===== config.mk =====
export PLATFORM = sky130hd
export DESIGN_NAME = accum_alu
export DESIGN_NICKNAME = d
export VERILOG_FILES = /design/src/rtl/accum_alu_pkg.sv /design/src/rtl/accum_alu_core.sv /design/src/rtl/accum_alu.sv
export SDC_FILE = /design/constraint.sdc
export NUM_CORES = 1
export LEC_CHECK = 0
export ABC_AREA = 0
export CORE_MARGIN = 2
export CORE_UTILIZATION = 31
export DETAILED_ROUTE_END_ITERATION = 12
export SYNTH_ARGS = -nofsm -noshare
export SYNTH_HDL_FRONTEND = slang
export SYNTH_HIERARCHICAL = 1
export SYNTH_SLANG_ARGS = --single-unit

===== constraint.sdc =====
create_clock -name clk -period 8.8 [get_ports clk]
set_input_delay 2.64 -clock clk [delete_from_list [all_inputs] [get_ports clk]]
set_output_delay 2.64 -clock clk [all_outputs]
set_load 0.01 [all_outputs]

===== src/rtl/accum_alu_pkg.sv =====
// Shared opcode encoding, output-stage state type and channel-width helper
// for the accumulator ALU.
package accum_alu_pkg;

  localparam int OP_W = 2;

  typedef enum logic [OP_W-1:0] {
    OP_ADD = 2'b00,
    OP_SUB = 2'b01,
    OP_ACC = 2'b10,
    OP_CLR = 2'b11
  } op_e;

  typedef enum logic {
    ST_EMPTY = 1'b0,
    ST_FULL  = 1'b1
  } state_e;

  function automatic int ch_width(input int n);
    return (n > 1) ? $clog2(n) : 1;
  endfunction

endpackage


===== src/rtl/accum_alu_core.sv =====
// Combinational unsigned add/subtract with carry/borrow flag and optional
// clamping to the representable range.
module accum_alu_core #(
  parameter int WIDTH    = 8,
  parameter int SATURATE = 0
) (
  input  logic [WIDTH-1:0] a_i,
  input  logic [WIDTH-1:0] b_i,
  input  logic             sub_i,
  output logic [WIDTH-1:0] res_o,
  output logic             ovf_o
);

  logic [WIDTH:0] sum;
  logic [WIDTH:0] diff;

  always_comb begin
    sum   = {1'b0, a_i} + {1'b0, b_i};
    // Top bit of the widened difference is set exactly when a_i < b_i.
    diff  = {1'b0, a_i} - {1'b0, b_i};
    res_o = '0;
    ovf_o = 1'b0;
    if (sub_i) begin
      ovf_o = diff[WIDTH];
      res_o = diff[WIDTH-1:0];
      if ((SATURATE != 0) && diff[WIDTH]) begin
        res_o = '0;
      end
    end else begin
      ovf_o = sum[WIDTH];
      res_o = sum[WIDTH-1:0];
      if ((SATURATE != 0) && sum[WIDTH]) begin
        res_o = '1;
      end
    end
  end

endmodule


===== src/rtl/accum_alu.sv =====
// Single-stage ALU with per-channel accumulators and a one-entry
// valid/ready output register.
module accum_alu
  import accum_alu_pkg::*;
#(
  parameter  int WIDTH    = 8,
  parameter  int NUM_CH   = 4,
  parameter  int SATURATE = 0,
  localparam int CHW      = ch_width(NUM_CH)
) (
  input  logic             clk,
  input  logic             rst,
  input  logic             in_valid,
  output logic             in_ready,
  input  logic [OP_W-1:0]  in_op,
  input  logic [CHW-1:0]   in_ch,
  input  logic [WIDTH-1:0] in_a,
  input  logic [WIDTH-1:0] in_b,
  output logic             out_valid,
  input  logic             out_ready,
  output logic [WIDTH-1:0] out_data,
  output logic             out_ovf,
  output logic [CHW-1:0]   out_ch
);

  localparam logic [CHW:0] NUM_CH_W = (CHW + 1)'(NUM_CH);

  state_e           state_q, state_d;
  logic [WIDTH-1:0] data_q, data_d;
  logic             ovf_q, ovf_d;
  logic [CHW-1:0]   ch_q, ch_d;
  logic [WIDTH-1:0] acc_q [NUM_CH];

  op_e              op;
  logic             ch_ok;
  logic [CHW-1:0]   ch_idx;
  logic [WIDTH-1:0] acc_rd;
  logic [WIDTH-1:0] core_a, core_b, core_res;
  logic             core_sub, core_ovf;
  logic [WIDTH-1:0] res_data;
  logic             res_ovf;
  logic             acc_we;
  logic [WIDTH-1:0] acc_wdata;
  logic             xfer_in, xfer_out;

  assign op        = op_e'(in_op);
  assign ch_ok     = ({1'b0, in_ch} < NUM_CH_W);
  assign ch_idx    = ch_ok ? in_ch : '0;
  assign acc_rd    = acc_q[ch_idx];

  assign out_valid = (state_q == ST_FULL);
  assign in_ready  = !rst && ((state_q == ST_EMPTY) || out_ready);
  assign xfer_in   = in_valid && in_ready;
  assign xfer_out  = out_valid && out_ready;

  // ACC reuses the adder: accumulator is operand A, in_a is operand B.
  assign core_a    = (op == OP_ACC) ? acc_rd : in_a;
  assign core_b    = (op == OP_ACC) ? in_a : in_b;
  assign core_sub  = (op == OP_SUB);

  accum_alu_core #(
    .WIDTH    (WIDTH),
    .SATURATE (SATURATE)
  ) u_core (
    .a_i   (core_a),
    .b_i   (core_b),
    .sub_i (core_sub),
    .res_o (core_res),
    .ovf_o (core_ovf)
  );

  always_comb begin
    res_data  = '0;
    res_ovf   = 1'b0;
    acc_we    = 1'b0;
    acc_wdata = '0;
    unique case (op)
      OP_ADD, OP_SUB: begin
        res_data = core_res;
        res_ovf  = core_ovf;
      end
      OP_ACC: begin
        if (ch_ok) begin
          res_data  = core_res;
          res_ovf   = core_ovf;
          acc_we    = 1'b1;
          acc_wdata = core_res;
        end else begin
          res_ovf = 1'b1;
        end
      end
      OP_CLR: begin
        if (ch_ok) begin
          acc_we = 1'b1;
        end else begin
          res_ovf = 1'b1;
        end
      end
      default: begin
        res_data = '0;
      end
    endcase
  end

  always_comb begin
    state_d = state_q;
    data_d  = data_q;
    ovf_d   = ovf_q;
    ch_d    = ch_q;
    unique case (state_q)
      ST_EMPTY: if (xfer_in) state_d = ST_FULL;
      ST_FULL:  if (xfer_out && !xfer_in) state_d = ST_EMPTY;
      default:  state_d = ST_EMPTY;
    endcase
    if (xfer_in) begin
      data_d = res_data;
      ovf_d  = res_ovf;
      ch_d   = in_ch;
    end
  end

  always_ff @(posedge clk) begin
    if (rst) begin
      state_q <= ST_EMPTY;
      data_q  <= '0;
      ovf_q   <= 1'b0;
      ch_q    <= '0;
    end else begin
      state_q <= state_d;
      data_q  <= data_d;
      ovf_q   <= ovf_d;
      ch_q    <= ch_d;
    end
  end

  always_ff @(posedge clk) begin
    if (rst) begin
      for (int unsigned i = 0; i < NUM_CH; i++) begin
        acc_q[i] <= '0;
      end
    end else if (xfer_in && acc_we) begin
      acc_q[ch_idx] <= acc_wdata;
    end
  end

  assign out_data = data_q;
  assign out_ovf  = ovf_q;
  assign out_ch   = ch_q;

endmodule


* After elaboration in Yosys (flattened, before gate mapping) *
Memories as Yosys holds them, arrays and structs flattened.
Index checks and enable logic that the tools add are counted.

cells by class
  reductions and logical operators = 12
  equality and inequality tests = 3
  $add $sub $neg = 2
  mux-type cells = 19
  bitwise logic cells = 1

operators by type and width
  kind                                            number
  two-way mux 8 bit                               6
  two-way mux 1 bit                               10
  adder 8 x 8 -> 9 bit                            1
  subtractor 8 x 8 -> 9 bit                       1
  OR reduction 8 bit                              1
  logical AND 1 bit                               5
  == test 2 bit (second input constant)           2
  case mux 1 bit (2 select lines)                 2
  OR reduction 3 bit                              1
  == test 2 x 1 -> 1 bit (second input constant)  1
  logical NOT 1 bit                               2
  logical NOT 2 bit                               1
  two-way mux 2 bit                               1
  OR reduction 2 bit                              1
  logical OR 1 bit                                1
  inverter 1 bit                                  1

word-level totals
  output and inout bits = 13
  input port bits = 24
  memories kept = 1
  logic and storage cells = 42
  flip-flop bits (word level) = 12
  memory bits (writable) = 32

memories
  memory  words  bits a word  rd ports  clocked after Yosys merged registers in  wr ports  RTL line         text
  acc_q   4      8            1         0                                        4         accum_alu.sv:32  logic [WIDTH-1:0] acc_q [NUM_CH];

* Logic depth before layout (Yosys ltp) *
Gate-level depths: netlist of run 1.

  word-level depth = 10
  gate-level depth with buffers = 14
  depth with buffers taken out = 12

* By module *
The synthesis of run 1 kept the hierarchy.

modules (own cells, without submodules)
  module          area each (µm²)  times used  cells each  sequential area each (µm²)
  accum_alu       2174.6           1           159         1201.2
  accum_alu_core  721.9            1           93          0.0

* Worst setup path before layout of run 1 *
Ideal clock, no wire load.

  kind = input to output
  from = input rst
  to = output in_ready
  stages = 3
  buffers on the path = 2
  arrival time = 3.234 ns
  required time = 6.160 ns
  path slack = 2.926 ns
  cell sequence = clkbuf_1 > clkbuf_1 > nor2_1

between the ends
  cells in the longest elaborated chain, start to end = 2

ends and longest elaborated chain
  item               RTL line         text
  from (decl)        accum_alu.sv:12  input logic rst,
  logical NOT 1 bit  accum_alu.sv:52  assign in_ready = !rst && ((state_q == ST_EMPTY) || out_ready);
  logical AND 1 bit  accum_alu.sv:52
  to (decl)          accum_alu.sv:14  output logic in_ready,

No other way between the ends.

* Final worst setup path of run 1 *
Ends and elaborated chain as after synthesis.

==> results of run 1 <==
-- layer usage --
metal | vias up | routed length (µm) | track usage (%)
met5 | - | 0 | 0
met4 | 0 | 85 | 3.48
met3 | 8 | 215 | 2.01
met2 | 45 | 2950 | 21.5
met1 | 973 | 2880 | 16.2
li1 | 980 | - | -
-- report_power, final --
part | internal (mW) | leakage [nW] | switching [mW]
registers | 0.233 | 0.432 | 0.00365
logic | 0.0656 | 0.876 | 0.0799
clock network | 0.0562 | 0.0404 | 0.0708
total | 0.355 | 1.35 | 0.154
-- registers in the layout, indices dropped and copies added (netlist names) --
register and count:
out_valid 1, out_data 8, out_ovf 1, out_ch 2, acc_q 32
-- Yosys cell counts (4+ instances only) --
master    instances  area (µm²)
o21ai_0           4        20.0
nor2_1           11        41.3
nor2b_1           7        43.8
clkbuf_1          4        15.0
ha_1             17         213
edfxtp_1         32         961
a21oi_1           5        25.0
and2_1            8        50.1
buf_2             5        25.0
nand2b_1         14        87.6
and3_1           16         100
nand2_1          12        45.0
mux2i_1          11         110
and4_1            8        70.1
dfxtp_1          12         240
mux4_2            8         180
inv_1            16        60.1
mux2_2           17         191
xnor2_1           4        35.0
-- worst min-delay path, cell delays in order, from the launching register on --
cell and delay (ns):
dfxtp_1 0.32, nand2b_1 0.06, mux2i_1 0.06
-- per-stage QoR --
step	hold slack (ns)	setup WS [ns]	cell area, µm²
after floorplan	0.493	2.93	2900
after global placement	0.462	2.01	3330
after global routing	0.501	1.86	3420
final	0.478	1.99	3420
after CTS	0.480	1.96	3420
after detailed placement	0.462	1.98	3330
-- logic make-up after synthesis --
group           after synthesis  share of synthesized area [%]
mux                          36                           16.6
simple gates                 82                           17.3
compound gates               34                           9.24
buf+inv                      31                           4.84
fa+ha+maj                    19                           8.73
xor+xnor                      6                           1.81
flops                        44                           41.5
-- worst paths after layout --
| check | startpoint | endpoint | depth (start not counted) |
|---|---|---|---|
| worst min register to register | out_data[2]$_SDFFE_PP0P_ | out_data[2]$_SDFFE_PP0P_ | 2 |
| worst max register to register | acc_q[2][5]$_SDFFCE_PN0P_ | acc_q[2][6]$_SDFFCE_PN0P_ | 8 |
| worst max-delay path | rst | in_ready | 3 |
| worst min-delay path | out_data[2]$_SDFFE_PP0P_ | out_data[2]$_SDFFE_PP0P_ | 2 |
-- area by class of cell --
class | instances | area (µm²)
tap | 111 | 139
fill | 886 | 5730
clock inverter | 3 | 23.8
clock buffer | 5 | 68.8
inverter | 16 | 60.1
multi-input combinational | 177 | 1560
timing repair buffer | 38 | 375
sequential | 44 | 1200
==> flow_summary.yaml, run 1 <==
drt:
  via_per_inst: 5.09
  postRouteAntennaNets: 0
  dr.pass1.iters: 4
  vias: 2006
  route.detailed.drc: 0
  totalWireLength_um: 6140
  drt-initial-drc-count: 56
  post_drt_wl_per_cell_um: 15.6
placement:
  dp_cells: 386
  numPortBuffers: 36
  routabilityCongestion: 0.778
  hpwl_um: 4320
sta:
  rsz0062_at_grt: "false"
  fmax_mhz: 147
  layout_min_cycle_time_ns: 6.81
  max_slew_margin_pct: 21.6
  finClkSkew_ns: 0.00714
  report.final.slew_viol_count: 0
  period_share_pct: 77.3
  worstMarginPinSlew_ns: 1.17
  finalHoldViolations: 0
  setup_violations: 0
  final.setup.tns_ns: 0
worst_setup_path:
  rrSetupSlack_ns: 5.76
  path_buf_inv: 2
  crit_path_start_kind: "input port"
  worstPathCellList: "clkdlybuf4s50_1, nor2_1, clkdlybuf4s50_1"
  required_ns: 6.16
  endpoint_kind: "output port"
  cpPeakStageDelay_ns: 0.74
  crit_family: "buffers and inverters"
  critical_path_class: "input port to output port"
  crit_top_cell: "clkdlybuf4s50_1"
  crit_fanout: 20
  arrival_ns: 4.17
  cpMaxStageDelayCell: "clkdlybuf4s50_1"
logic_synthesis:
  synth_cell_types: 49
  async_reset_ff_share_pct: 0
  netlist_area_mm2: 0.00290
  ys.flop_type: "edfxtp_1"
  ys_seq_elements: 44
  synthCells: 252
  synth.avg_cell_area_um2: 11.5
  yosysWarnings: 6
  synth_edf_count: 32
  seq_area_frac_synth_pct: 41.5
  syn_nets: 295
finish:
  fin_nets: 325
  final_cell_mix: "36 x clkdlybuf4s50_1, 32 x edfxtp_1, 17 x mux2_2, 17 x ha_1"
  antenna_cells: 0
  final_cells: 394
  layout_commonest_cell: "clkdlybuf4s50_1"
  drive_gt1_share_pct: 15.9
  post-route-util_pct: 37.4
  syn_to_final_growth_pct: 18.2
clock_tree:
  root_buffer: "clkbuf_8"
  cts_setup_buffers: 0
  worstSkewPairLatency_ns: 0.30
  path_clk_slew_ns: 0.08
  cts_buffers: 5
  cts_hold_buf: 0
  htreeDepth: 2
  cts_tree: "yes"
  post_cts_resized: 0
  ctsLongestPathBuffers: 2
  clock-sinks: 44
floorplan:
  num_io_pins: 37
  core_mm2: 0.00915
  die_h_um: 101
  rows: 35
  initial_core_util_pct: 31.6
  die-area_mm2: 0.0101
  die_w_um: 101
power:
  ir_drop_v: 0.000101
  total_power_mw: 0.509
  p_leak_nw: 1.35
  power_density_mw_per_mm2: 149
run_status:
  status: "finished, final reports clean"
global_route:
  grt_pass1_wl_um: 10000
  grt_usage_pct: 12.5
  grt_overflow_total: 0
  grt_max_degree: 33
  grt_pass1_vias: 2097
  antenna_found_initial: 0
min_path:
  hold_class: "flop to flop"
flow_run:
  cap_viol_max_count: 0
No activity file was read; power rests on OpenSTA's default activity.
==> run 2: changes to the inputs <==
Clock period 8.8 ns to 6.85 ns, I/O delays scaled along.
==> run 2 against run 1 <==
Cell area shrank 0.11%; wire length grew 3.2%; via count up 0.50%; sequential cell count stayed put; power up 27%; critical endpoint is now acc_q[2][7]$_SDFFCE_PN0P_; final cell count increased by 0.25%; clock skew is 0.0013 ns lower; utilization hardly changed.
==> flow_summary.yaml, run 2 (synthesis results as in run 1) <==
drt:
  postRouteAntennaNets: 0
  vias: 2016
  dr.pass1.iters: 4
  drt-initial-drc-count: 52
  route.detailed.drc: 0
  totalWireLength_um: 6330
  post_drt_wl_per_cell_um: 16.0
  via_per_inst: 5.10
placement:
  hpwl_um: 4540
  numPortBuffers: 36
  dp_cells: 387
  routabilityCongestion: 0.769
  place_area_mm2: 0.00334
  dp_slack_ns: 0.956
clock_tree:
  cts_hold_buf: 0
  post_cts_resized: 0
  cts_setup_buffers: 0
  worstSkewPairLatency_ns: 0.29
  clock-sinks: 44
  htreeDepth: 2
  cts_buffers: 5
  path_clk_slew_ns: 0.08
  cts_tree: "yes"
  ctsLongestPathBuffers: 2
  root_buffer: "clkbuf_8"
min_path:
  hold_depth: 2
  hold_class: "flop to flop"
sta:
  period_share_pct: 81.5
  layout_min_cycle_time_ns: 5.59
  setup_violations: 0
  finalHoldViolations: 0
  max_slew_margin_pct: 18.8
  holdWs_ns: 0.475
  worstMarginPinSlew_ns: 1.21
  report.final.slew_viol_count: 0
  fmax_mhz: 179
  rsz0062_at_grt: "false"
  setup_ws_ns: 1.26
  final.setup.tns_ns: 0
  finClkSkew_ns: 0.00585
worst_setup_path:
  critical_path_class: "input port to flop"
  required_ns: 7.01
  cpPeakStageDelay_ns: 0.97
  crit_fanout: 11
  arrival_ns: 5.74
  cpMaxStageDelayCell: "clkdlybuf4s50_1"
  endpoint_kind: "flop"
  worstPathCellList: "clkdlybuf4s50_1, mux4_2, mux2_2, ha_1, nor3b_1, a2111oi_2, o21ai_1, a21boi_1, xor2_1, and4_1"
  crit_path_start_kind: "input port"
  r2r_cells: 9
power:
  power_density_mw_per_mm2: 190
  total_power_mw: 0.648
  ir_drop_v: 0.000130
  p_leak_nw: 1.36
finish:
  antenna_cells: 0
  multi_input_area_mm2: 0.00156
  regArea_mm2: 0.00120
  design_area_mm2: 0.00342
  final_cell_mix: "36 x clkdlybuf4s50_1, 32 x edfxtp_1, 17 x mux2_2, 17 x ha_1"
  syn_to_final_growth_pct: 18.1
  top_register: "acc_q"
  drive_gt1_share_pct: 15.5
  fin_nets: 326
  layout_commonest_cell: "clkdlybuf4s50_1"
  nFillCells: 896
  largest_reg_flops: 32
  final_cells: 395
  post-route-util_pct: 37.4
global_route:
  grt_pass1_vias: 2061
  grt_pass1_wl_um: 10300
  grt_overflow_total: 0
  grt_usage_pct: 13.0
  grt_max_degree: 33
  antenna_found_initial: 0
floorplan:
  initial_core_util_pct: 31.6
  rows: 35
  die-area_mm2: 0.0101
  num_io_pins: 37
  die_w_um: 101
  die_h_um: 101
  core_mm2: 0.00915
flow_run:
  cap_viol_max_count: 0
run_status:
  status: "finished, final reports clean"
[run 2: changes by cell type in the layout (fill, tap and decap cells not counted), sizes merged]
cell      change
clkbuf        +2
buf           +1
clkinvlp      -2
[run 2: worst paths after layout]
path	start	end	slack (ns)
max	in_ch[0]	acc_q[2][7]$_SDFFCE_PN0P_	1.26
min	out_ch[0]$_SDFFE_PP0P_	out_ch[0]$_SDFFE_PP0P_	0.47
min reg2reg	out_ch[0]$_SDFFE_PP0P_	out_ch[0]$_SDFFE_PP0P_	0.47
max reg2reg	acc_q[2][5]$_SDFFCE_PN0P_	acc_q[2][7]$_SDFFCE_PN0P_	3.75
[run 2: area by class of cell]
cell class,instances,area share [%]
Tap cell,111,4.06
Multi-Input combinational cell,177,45.5
Inverter,16,1.76
Sequential cell,44,35.1
Clock buffer,7,2.23
Timing Repair Buffer,39,11.2
Clock inverter,1,0.146
[run 2: layer usage]
metal	vias up	GRT usage [%]	part of all wire, %
met1	988	16.8	49
met5	-	0	0
met4	0	2.85	0.54
met2	41	22.5	48
met3	4	2.43	2.9
li1	983	-	-
[run 2: power by group]
part	internal, mW	switching [mW]	leakage (nW)
Combinational	0.0848	0.103	0.881
Sequential	0.299	0.00463	0.432
Clock	0.0717	0.0848	0.0422
Total	0.455	0.193	1.36
[run 2: critical path: cells and delay by family]
| kind | cells | cell delay [ns] |
|---|---|---|
| xor+xnor | 1 | 0.40 |
| fa+ha+maj | 1 | 0.44 |
| mux | 2 | 0.90 |
| simple gates | 2 | 0.56 |
| compound gates | 3 | 0.41 |
| buf+inv | 1 | 0.97 |
==> run 3: changes to the inputs <==
Clock period 6.85 ns to 5.6 ns, I/O delays scaled along.
==> run 3 against run 2 <==
Final cell count is 1.3% higher; setup slack worse by 0.64 ns; sequential cell count stayed put; hold slack worse by 0.0015 ns; combinational power is 25% higher; count of clock-buffer cells in the layout is 1 lower; sequential share of layout area is 0.54 points lower; via count is 1.5% lower; clock power is 18% higher; first-iteration DRC count is 23% higher; critical endpoint unchanged; largest cell class unchanged.
==> flow_summary.yaml, run 3 (synthesis results as in run 1) <==
sta:
  fmax_mhz: 201
  final.setup.tns_ns: 0
  setup_violations: 0
  report.final.slew_viol_count: 0
  finClkSkew_ns: 0.00537
  finalHoldViolations: 0
  setup_ws_ns: 0.628
  layout_min_cycle_time_ns: 4.97
  worstMarginPinSlew_ns: 0.697
  period_share_pct: 88.8
  holdWs_ns: 0.473
  rsz0062_at_grt: "false"
  max_slew_margin_pct: 53.6
placement:
  dp_cells: 393
  hpwl_um: 4550
  dp_slack_ns: 0.317
  numPortBuffers: 36
  routabilityCongestion: 0.789
  place_area_mm2: 0.00340
finish:
  syn_to_final_growth_pct: 19.9
  final_cells: 400
  nFillCells: 890
  largest_reg_flops: 32
  final_cell_mix: "36 x clkdlybuf4s50_1, 32 x edfxtp_1, 17 x mux2_2, 17 x ha_1"
  post-route-util_pct: 37.9
  top_register: "acc_q"
  fin_nets: 332
  design_area_mm2: 0.00347
  drive_gt1_share_pct: 17.3
  antenna_cells: 0
  layout_commonest_cell: "clkdlybuf4s50_1"
power:
  ir_drop_v: 0.000161
  power_switching_share_pct: 29.3
  p_seq_share_pct: 46.9
  p_leak_nw: 1.39
  p_switching_mw: 0.233
  power_frac_comb_pct: 29.6
  total_power_mw: 0.793
  intPower_mw: 0.560
  power_density_mw_per_mm2: 228
  pwr-share-clk_pct: 23.5
worst_setup_path:
  endpoint_kind: "flop"
  arrival_ns: 5.14
  worstPathCellList: "clkdlybuf4s50_1, buf_4, mux4_2, mux2_2, ha_1, nor3b_1, a2111oi_2, o21ai_1, a21boi_1, xor2_1, and4_1"
  reg2reg_to: "acc_q[2][5]$_SDFFCE_PN0P_"
  r2r_cells: 10
  r2r-start: "acc_q[0][1]$_SDFFCE_PN0P_"
  required_ns: 5.76
  crit_start: "in_ch[0]"
  worstSetupEndpoint: "acc_q[2][7]$_SDFFCE_PN0P_"
  cpPeakStageDelay_ns: 0.74
  rrSetupSlack_ns: 2.60
  critical_path_class: "input port to flop"
  crit_path_start_kind: "input port"
  cpMaxStageDelayCell: "clkdlybuf4s50_1"
  crit_fanout: 8
floorplan:
  initial_core_util_pct: 31.6
  num_io_pins: 37
  die_w_um: 101
  core_mm2: 0.00915
  rows: 35
  die-area_mm2: 0.0101
  die_h_um: 101
global_route:
  grt_pass1_vias: 2090
  antenna_found_initial: 0
  grt_pass1_wl_um: 10000
  grt_overflow_total: 0
  grt_max_degree: 33
  grt_usage_pct: 12.4
drt:
  totalWireLength_um: 6060
  dr_wl_met2_um: 2960
  wl_met3_um: 223
  wl_met1_um: 2790
  via_per_inst: 4.97
  postRouteAntennaNets: 0
  dr.pass1.iters: 4
  vias: 1986
  highest_layer: "met4"
  route.detailed.drc: 0
  drt-initial-drc-count: 64
  post_drt_wl_per_cell_um: 15.2
clock_tree:
  cts_tree: "yes"
  worstSkewPairLatency_ns: 0.29
  htreeDepth: 2
  cts_hold_buf: 0
  clock-sinks: 44
  post_cts_resized: 0
  root_buffer: "clkbuf_8"
  cts_buffers: 5
  ctsLongestPathBuffers: 2
  cts_setup_buffers: 0
  path_clk_slew_ns: 0.08
flow_run:
  cap_viol_max_count: 0
run_status:
  status: "finished, final reports clean"
min_path:
  hold_class: "flop to flop"
==> run 3: changes by cell type in the layout (fill, tap and decap cells not counted) <==
cell,delta
clkbuf_1,-1
buf_12,+1
buf_4,+5
==> run 3: power groups by stage <==
| stage | combinational [mW] | sequential (mW) | clock (mW) |
|---|---|---|---|
| finish | 0.235 | 0.372 | 0.186 |
| global route | 0.258 | 0.374 | 0.205 |
| CTS | 0.235 | 0.372 | 0.195 |
| detailed placement | 0.234 | 0.379 | 0 |
| global placement | 0.232 | 0.379 | 0 |
| floorplan | 0.153 | 0.381 | 0 |
==> run 3: final cells by class <==
| class | count | area, µm² | share of cell area, % |
|---|---|---|---|
| Tap cell | 111 | 139 | 4.00 |
| Timing Repair Buffer | 45 | 440 | 12.7 |
| Clock inverter | 1 | 5.00 | 0.144 |
| Multi-Input combinational cell | 177 | 1560 | 44.8 |
| Clock buffer | 6 | 72.6 | 2.09 |
| Sequential cell | 44 | 1200 | 34.6 |
| Inverter | 16 | 60.1 | 1.73 |
==> run 3: critical path: cells and delay by family <==
family	cells	cell delay, ns
buf+inv	2	0.98
simple gates	2	0.43
xor+xnor	1	0.31
compound gates	3	0.52
mux	2	0.81
fa+ha+maj	1	0.40
==> run 3: per-layer routing <==
| metal | up-vias | track usage, % |
|---|---|---|
| met5 | - | 0 |
| met4 | 0 | 3.48 |
| met3 | 9 | 2.43 |
| met2 | 40 | 21.6 |
| met1 | 947 | 15.7 |
| li1 | 990 | - |
==> run 3: how the worst min path moves through the flow <==
stage                                   from                       end  cells after the start
floorplan           out_data[1]$_SDFFE_PP0P_  out_data[1]$_SDFFE_PP0P_                      2
global placement    out_data[5]$_SDFFE_PP0P_  out_data[5]$_SDFFE_PP0P_                      2
detailed placement  out_data[1]$_SDFFE_PP0P_  out_data[1]$_SDFFE_PP0P_                      2
CTS                 out_data[3]$_SDFFE_PP0P_  out_data[3]$_SDFFE_PP0P_                      2
global route        out_data[1]$_SDFFE_PP0P_  out_data[1]$_SDFFE_PP0P_                      2
finish              out_data[3]$_SDFFE_PP0P_  out_data[3]$_SDFFE_PP0P_                      2
